$ cat src/rtl/win_fetch.sv
// -----------------------------------------------------------------------------
// win_fetch
// Read side of the line-buffer banks. Waits until KH consecutive banks
// (round-robin, aligned to the writer's bank pointer) hold full rows, sweeps
// them column by column and emits KH-pixel vertical columns over valid/ready.
// Each bank is released with a one-cycle mem_used pulse once it is no longer
// needed. At the end of a frame the whole window is released at once.
//
// Ports
//   clk, rst      clock, synchronous active-high reset
//   cfg_width     last column index (row = cfg_width+1 pixels)
//   cfg_height    last row index (frame = cfg_height+1 rows)
//   mb_full       per-bank "holds a complete row" level
//   mem_data      per-bank read data, valid one cycle after mb_rd_addr
//   mb_rd_addr    per-bank read address
//   mem_used      one-cycle release pulse per bank
//   col_data      KH pixels, oldest (top) row in bits [PB-1:0]
//   col_x, col_y  column index and window top-row index of col_data
//   col_last      col_x == cfg_width
//   col_valid     col_data valid; col_ready consumer accepts
//   frame_done    one-cycle pulse with the end-of-frame release
// -----------------------------------------------------------------------------
module win_fetch #(
  parameter int XB = 10,
  parameter int YB = 10,
  parameter int PB = 8,
  parameter int NM = 4,
  parameter int KH = 3
) (
  input  logic             clk,
  input  logic             rst,
  input  logic [XB-1:0]    cfg_width,
  input  logic [YB-1:0]    cfg_height,
  input  logic [NM-1:0]    mb_full,
  input  logic [PB-1:0]    mem_data   [NM],
  output logic [XB-1:0]    mb_rd_addr [NM],
  output logic [NM-1:0]    mem_used,
  output logic [KH*PB-1:0] col_data,
  output logic [XB-1:0]    col_x,
  output logic [YB-1:0]    col_y,
  output logic             col_last,
  output logic             col_valid,
  input  logic             col_ready,
  output logic             frame_done
);

  localparam int BB = (NM > 1) ? $clog2(NM) : 1;

  typedef enum logic [2:0] {S_WAIT, S_SWEEP, S_DRAIN, S_REL, S_RELFRM} state_e;

  typedef struct packed {
    logic [KH*PB-1:0] data;
    logic [XB-1:0]    x;
    logic [YB-1:0]    y;
  } col_t;

  // Bank holding window row k when the window starts at bank 'base'.
  function automatic logic [BB-1:0] bank_of(input logic [BB-1:0] base, input int k);
    return BB'((int'(base) + k) % NM);
  endfunction

  state_e        state_q, state_d;
  logic [BB-1:0] base_q, base_d;
  logic [YB-1:0] row_q, row_d;
  logic [XB-1:0] rcol_q, rcol_d;
  logic [NM-1:0] rdy_q;

  logic          inflight_q;      // a read was issued last cycle
  logic [XB-1:0] rd_x_q;
  logic [YB-1:0] rd_y_q;

  col_t          fifo_q [2];
  logic          wr_ptr_q, rd_ptr_q;
  logic [1:0]    cnt_q;

  logic [NM-1:0]    win_mask;
  logic             win_ready;
  logic [KH*PB-1:0] rd_data;
  logic             push, pop, issue;
  logic [1:0]       occ;

  // NOTE: every always_comb output gets a default before any branch, so no
  // path leaves a signal unassigned and no latch is inferred.
  always_comb begin
    win_mask = '0;
    rd_data  = '0;
    for (int k = 0; k < KH; k++) begin
      win_mask[bank_of(base_q, k)] = 1'b1;
      rd_data[k*PB +: PB]          = mem_data[bank_of(base_q, k)];
    end
  end

  assign win_ready = &(rdy_q | ~win_mask);

  assign col_valid = (cnt_q != 2'd0);
  assign pop       = col_valid & col_ready;
  assign push      = inflight_q;
  // A slot being accepted this cycle counts as free, which keeps one column
  // per cycle flowing with col_ready held high.
  assign occ       = cnt_q - {1'b0, pop} + {1'b0, inflight_q};
  assign issue     = (state_q == S_SWEEP) && (occ < 2'd2);

  assign col_data  = fifo_q[rd_ptr_q].data;
  assign col_x     = fifo_q[rd_ptr_q].x;
  assign col_y     = fifo_q[rd_ptr_q].y;
  assign col_last  = (fifo_q[rd_ptr_q].x == cfg_width);

  always_comb begin
    for (int i = 0; i < NM; i++) begin
      mb_rd_addr[i] = (state_q == S_SWEEP && win_mask[i]) ? rcol_q : '0;
    end
  end

  always_comb begin
    state_d    = state_q;
    base_d     = base_q;
    row_d      = row_q;
    rcol_d     = rcol_q;
    mem_used   = '0;
    frame_done = 1'b0;
    unique case (state_q)
      S_WAIT: begin
        rcol_d = '0;
        if (win_ready) state_d = S_SWEEP;
      end
      S_SWEEP: begin
        if (issue) begin
          rcol_d = rcol_q + 1'b1;
          if (rcol_q == cfg_width) state_d = S_DRAIN;
        end
      end
      S_DRAIN: begin
        if (!inflight_q && cnt_q == 2'd0) begin
          state_d = (row_q == cfg_height - YB'(KH-1)) ? S_RELFRM : S_REL;
        end
      end
      S_REL: begin
        mem_used[bank_of(base_q, 0)] = 1'b1;
        base_d  = bank_of(base_q, 1);
        row_d   = row_q + 1'b1;
        state_d = S_WAIT;
      end
      S_RELFRM: begin
        // base keeps running across frames to stay aligned with the writer.
        mem_used   = win_mask;
        base_d     = bank_of(base_q, KH);
        row_d      = '0;
        frame_done = 1'b1;
        state_d    = S_WAIT;
      end
      default: state_d = S_WAIT;
    endcase
  end

  // NOTE: sequential state uses non-blocking assignments so every register
  // samples pre-edge values regardless of statement order.
  always_ff @(posedge clk) begin
    if (rst) begin
      state_q    <= S_WAIT;
      base_q     <= '0;
      row_q      <= '0;
      rcol_q     <= '0;
      rdy_q      <= '0;
      inflight_q <= 1'b0;
      rd_x_q     <= '0;
      rd_y_q     <= '0;
      wr_ptr_q   <= 1'b0;
      rd_ptr_q   <= 1'b0;
      cnt_q      <= '0;
    end else begin
      state_q    <= state_d;
      base_q     <= base_d;
      row_q      <= row_d;
      rcol_q     <= rcol_d;
      // Release wins over a simultaneous full indication.
      rdy_q      <= (rdy_q | mb_full) & ~mem_used;
      inflight_q <= issue;
      if (issue) begin
        rd_x_q <= rcol_q;
        rd_y_q <= row_q;
      end
      if (push) wr_ptr_q <= ~wr_ptr_q;
      if (pop)  rd_ptr_q <= ~rd_ptr_q;
      cnt_q <= cnt_q + {1'b0, push} - {1'b0, pop};
    end
  end

  // NOTE: FIFO storage is not reset; cnt_q gates col_valid, so stale entries
  // are never observed and the array maps to plain registers without reset.
  always_ff @(posedge clk) begin
    if (push) fifo_q[wr_ptr_q] <= '{data: rd_data, x: rd_x_q, y: rd_y_q};
  end

  a_full_vs_release: assert property (@(posedge clk) disable iff (rst)
    (mb_full & mem_used) == '0);

  a_min_height: assert property (@(posedge clk) disable iff (rst)
    cfg_height >= YB'(KH-1));

endmodule
$ cat config.mk
export PLATFORM = sky130hd
export DESIGN_NAME = win_fetch
export DESIGN_NICKNAME = d
export VERILOG_FILES = /design/src/rtl/win_fetch.sv
export SDC_FILE = /design/constraint.sdc
export NUM_CORES = 1
export LEC_CHECK = 0
export CAP_MARGIN = 20
export CORE_ASPECT_RATIO = 1.25
export CORE_MARGIN = 4
export CORE_UTILIZATION = 45
export DETAILED_ROUTE_END_ITERATION = 12
export PLACE_DENSITY = 0.82
export SYNTH_ARGS = -nofsm -noshare
export SYNTH_HDL_FRONTEND = slang
export SYNTH_SLANG_ARGS = --single-unit
$ cat constraint.sdc
create_clock -name clk -period 2.9 [get_ports clk]
set_input_delay 0.87 -clock clk [delete_from_list [all_inputs] [get_ports clk]]
set_output_delay 0.87 -clock clk [all_outputs]
set_load 0.02 [all_outputs]
## Word-level counts from Yosys, hierarchy flattened

Memories as Yosys holds them, arrays and structs flattened. A register that Yosys moved wholly into a read port is not among the register bits.
Index checks and enable logic that the tools add are counted.

- Logic and storage cells: 109
- RAM bits: 88
- Register bits: 54
- Memories: 1

- Mux-type cells: 35
- Add/sub/neg operators: 10
- Reductions and logical operators: 18
- Eq/ne operators: 11
- Bitwise operators: 13
- Magnitude comparators: 10

Memory list:

| name | words | bits a word | read ports | clocked after memory_dff | write ports | RTL line | source |
|---|---|---|---|---|---|---|---|
| fifo_q | 2 | 44 | 1 | 1 | 1 | 72 | `col_t fifo_q [2];` |

Operators with widths:

| operator | count |
|---|---|
| 2-to-1 mux 10 bit | 5 |
| binary-select mux 8 bit (select 2 bit) | 3 |
| 2-to-1 mux 8 bit | 6 |
| case mux 10 bit (2 select lines) | 2 |
| equality test 10 bit | 3 |
| adder 10 x 1 -> 10 bit (second input constant) | 2 |
| bitwise OR 4 bit | 4 |
| 2-to-1 mux 3 bit | 5 |
| subtractor 10 x 2 -> 10 bit (second input constant) | 1 |
| greater-or-equal comparator 3 bit (second input constant) | 3 |
| logical AND 1 bit | 9 |
| < comparator 2 x 3 -> 1 bit (second input constant) | 3 |
| inverter 2 -> 3 bit | 3 |
| case mux 3 bit (3 select lines) | 1 |
| 2-to-1 mux 1 bit | 8 |
| inverter 4 bit | 2 |
| case mux 4 bit (2 select lines) | 1 |
| AND reduction 4 bit | 2 |
| demux 1 bit (select 2 bit) | 3 |
| equality test 3 x 2 -> 1 bit (second input constant) | 2 |
| greater-or-equal comparator 2 x 1 -> 1 bit (second input constant) | 3 |
| != test 2 bit (second input constant) | 3 |
| nonzero test 2 bit | 3 |
| adder 2 x 1 -> 2 bit | 2 |
| other kinds (15) | 18 |

## Depth between registers and ports, before layout

- Word-level depth: 12
- Gate-level depth with buffers: 11

## Worst setup path before layout

No wires, ideal clock.

- Path kind: flip-flop to flip-flop
- Start point: register inflight_q
- End point: memory fifo_q[0][0] (netlist bit) (enable)
- Setup time: 0.451 ns
- Data arrival time: 2.367 ns
- Path buffers: 0
- Path slack: 0.083 ns
- Stages on the path, launching flop included: 2
- Clock period less this slack: 2.817 ns
- Path through: dfxtp_1 -> nor2b_1

- Cells in the longest elaborated chain, start to end: 2

RTL lines:

| item | RTL line | source |
|---|---|---|
| start, declared | 68 | `logic inflight_q;` |
| start signal, assigned | 177 | `inflight_q <= issue;` |
| 2-to-1 mux 1 bit | 191 | `if (push) fifo_q[wr_ptr_q] <= '{data: rd_data, x: rd_x_q, y: rd_y_q};` |
| 2-to-1 mux 1 bit (not written as such) | 191 |  |
| end, declared | 72 |  |

Every way passes these cells.

## Worst setup path after layout

- Start point: input port cfg_width[2]
- End point: output port col_last

- Cells in the longest elaborated chain, start to end: 1

RTL lines:

| item | RTL line | source |
|---|---|---|
| start, declared | 32 | `input logic [XB-1:0] cfg_width,` |
| equality test 10 bit | 106 | `assign col_last = (fifo_q[rd_ptr_q].x == cfg_width);` |
| end, declared | 41 | `output logic col_last,` |

Every way passes these cells.

==> flow_summary.ini <==
[finish]
multi_input_area_mm2 = 0.003098
area_delta_synth_final_pct = 36.63
layout.nets = 835
layout_common_cells = edfxtp_1, nand2_1, clkdlybuf4s50_1
layout_commonest_cell = edfxtp_1
ff_latch_area_mm2 = 0.003750
final_area_mm2 = 0.009595
layout-drive-gt1-share_pct = 25.00
fin_cells = 985
n_fill_cell = 1192

[synth]
synthCells = 585
synth_area_mm2 = 0.007023
synth-xor-area-share_pct = 5.077
synth-seq-area-share_pct = 53.30
synth-compound-area-share_pct = 5.772
synth_mux_area_share_pct = 15.52
yosys.cell_types.count = 60
synth-simple-area-share_pct = 15.13
synth_fa_ha_area_share_pct = 2.316
synth-seq-cells = 143
synthesis.nets = 657
async_reset_ff_share_pct = 0
syn_area_per_cell_um2 = 12.01
synth_edf_count = 88
synthFlopType = edfxtp_1
ys_warn_count = 0
synth_top_family_by_area = multiplexers

[floorplanning]
ioPinCount = 150
fp-row-count = 50
die_area_mm2 = 0.01768
die_x_um = 119.7
die_h_um = 147.7
coreArea_mm2 = 0.01514
start_util_pct = 46.39

[sta]
worstMarginPinSlew_ps = 720.0
period_needed_ps = 3076
fin_tns_setup_ps = -175.6
rsz0062_at_grt = yes
finClkSkew_ps = 13.73
slew_viol_final = 0
hold_viol = 0
final-setup-viol-count = 1
fmax_mhz = 325.1
fin_ws_ps = -175.6
finalCritPeriodShare_pct = 106.1
relSlewSlack_pct = 52.00

[clocking]
numClockSinks = 143
clkTransAtPathRegs_ps = 60
cts_buffer_depth = 2
clockRootBuffer = clkbuf_16
worstSkewPairLatency_ps = 420
cts_tree = done
cts_buffers = 17
htree_num_levels = 4
ctsHoldBuffers = 0

[route]
drc = 0
wl_met3_um = 854
met2_length_um = 9323
via_per_inst = 5.296
m1WireLength_um = 6858
ant_nets = 0
drt-initial-drc-count = 371
num_vias = 5217
routedWlPerCell_um = 17.66
routed_wl_um = 17390
top_layer = met4
firstDrtPassIters = 5

[worst_setup_path]
slowest_delay_ps = 440
path_max_fanout = 2
cp_top_family = simple AND/OR/NAND/NOR gates
crit_path_start_kind = input pin
crit_type = input pin to primary output
crit_buf_inv = 2
cp_cell_sequence = clkdlybuf4s50_1 -> xor2_1 -> nor4_2 -> nand2_1 -> and4bb_2 -> buf_6
worst_path_max_delay_cell = clkdlybuf4s50_1
required_ps = 2030
crit_path_end_kind = primary output
cp.arrival_ps = 2210

[place]
portBuffers = 149
pre_cts_slack_ps = -749.8
dp_hpwl_um = 12860
dp.cells = 950
placedInstanceArea_mm2 = 0.008984
place_congestion = 0.8761

[global_routing]
groute.usage.overall_pct = 19.97
grt_first_pass_wirelength_um = 28120
grt_pass1_vias = 5615
antenna_found_initial = 0
grt_max_degree = 45
grt_remaining_overflow = 0

[power_and_ir_drop]
leakagePower_nw = 3.823
max-vdd-ir-drop_mv = 0.3681
power.total_mw = 5.747
power_density_mw_per_mm2 = 599.0

[job]
drv_cap = 0

[status]
outcome = finished with violations
violations = negative setup slack

[min_path]
hp-class = flop to flop
## path summary, 6_finish.rpt
kind / from / to / slack, ps / depth (start not counted)
worst max-delay path: cfg_width[2] / col_last / -180 / 6
worst min-delay path: rd_y_q[0] / fifo_q[1][0] / 440 / 0
worst max register to register: cnt_q[1] / rcol_q[9] / 420 / 10
worst min register to register: rd_y_q[0] / fifo_q[1][0] / 440 / 0
## sequential cells by signal, indices dropped and copies added, names as in the netlist, named ones only
signal,cells
base_q,2
cnt_q,2
fifo_q,88
inflight_q,1
rcol_q,10
rd_ptr_q,1
rd_x_q,10
rd_y_q,10
rdy_q,4
row_q,10
state_q,3
wr_ptr_q,1
## where the power goes
part | internal (mW) | switching, mW | leakage [nW]
combinational | 0.693 | 0.615 | 2.30
clock | 1.36 | 0.852 | 0.294
sequential | 2.19 | 0.0353 | 1.22
total | 4.25 | 1.50 | 3.82
## worst reg2reg max path: cells and delay by family, from the launching register on
kind,cells,cell delay (ps)
xor gates and xnor gates,2,430
DFF,1,320
AOI/OAI and AO/OA,1,210
and+or+nand+nor,4,930
buffers and inverters,1,40
adders and majority gates,2,450
## kinds of logic (layout without fill, tap and decap cells)
logic type	Yosys count	in the layout
buffers and inverters	48	239
xor gates and xnor gates	39	39
other	0	1
AOI/OAI and AO/OA	63	63
and+or+nand+nor	206	206
DFF	143	143
adders and majority gates	13	13
muxes	73	73
## synth_stat cells, types with 5 or more instances
library cell	instances	area, um^2
a21oi_1	30	150.1
and2_1	44	275.3
and3_1	7	43.79
buf_2	5	25.02
clkbuf_1	25	93.84
dfxtp_1	55	1101
edfxtp_1	88	2643
ha_1	13	162.7
inv_1	12	45.04
mux2_2	46	518.0
mux4_2	24	540.5
nand2_1	62	232.7
nor2_1	45	168.9
nor3_1	8	40.04
nor4_1	5	31.28
o21ai_0	10	50.05
or3_1	5	31.28
xnor2_1	11	96.34
xor2_1	27	236.5
## through the flow
stage	utilization, %	hold WS [ps]
2_1_floorplan	-	425.4
3_3_place_gp	59.34	429.3
3_5_place_dp	59.34	440.6
4_1_cts	63.06	453.2
5_1_grt	63.36	467.5
6_report	63.38	441.3
## routing by layer
metal	up-vias	global-route usage (%)
li1	2466	-
met1	2553	22.76
met2	168	36.62
met3	30	4.286
met4	0	7.335
met5	-	0
## area by class of cell
type	count	area share (%)
flip-flops and latches	143	39.08
multi-input cells	394	32.29
repair buffers	195	19.08
clock buffers	17	4.433
well taps	208	2.712
clock inverters	15	1.917
inverters	12	0.4694
diodes	1	0.02608
## timing repair
item | in CTS | in global routing
pin swaps | 3 | 1
hold endpoints to repair | 0 | 0
buffers inserted | 0 | 2
endpoints found under the setup margin | 80 | 53
resized for setup | 64 | 96
No activity file was read; power rests on OpenSTA's default activity.
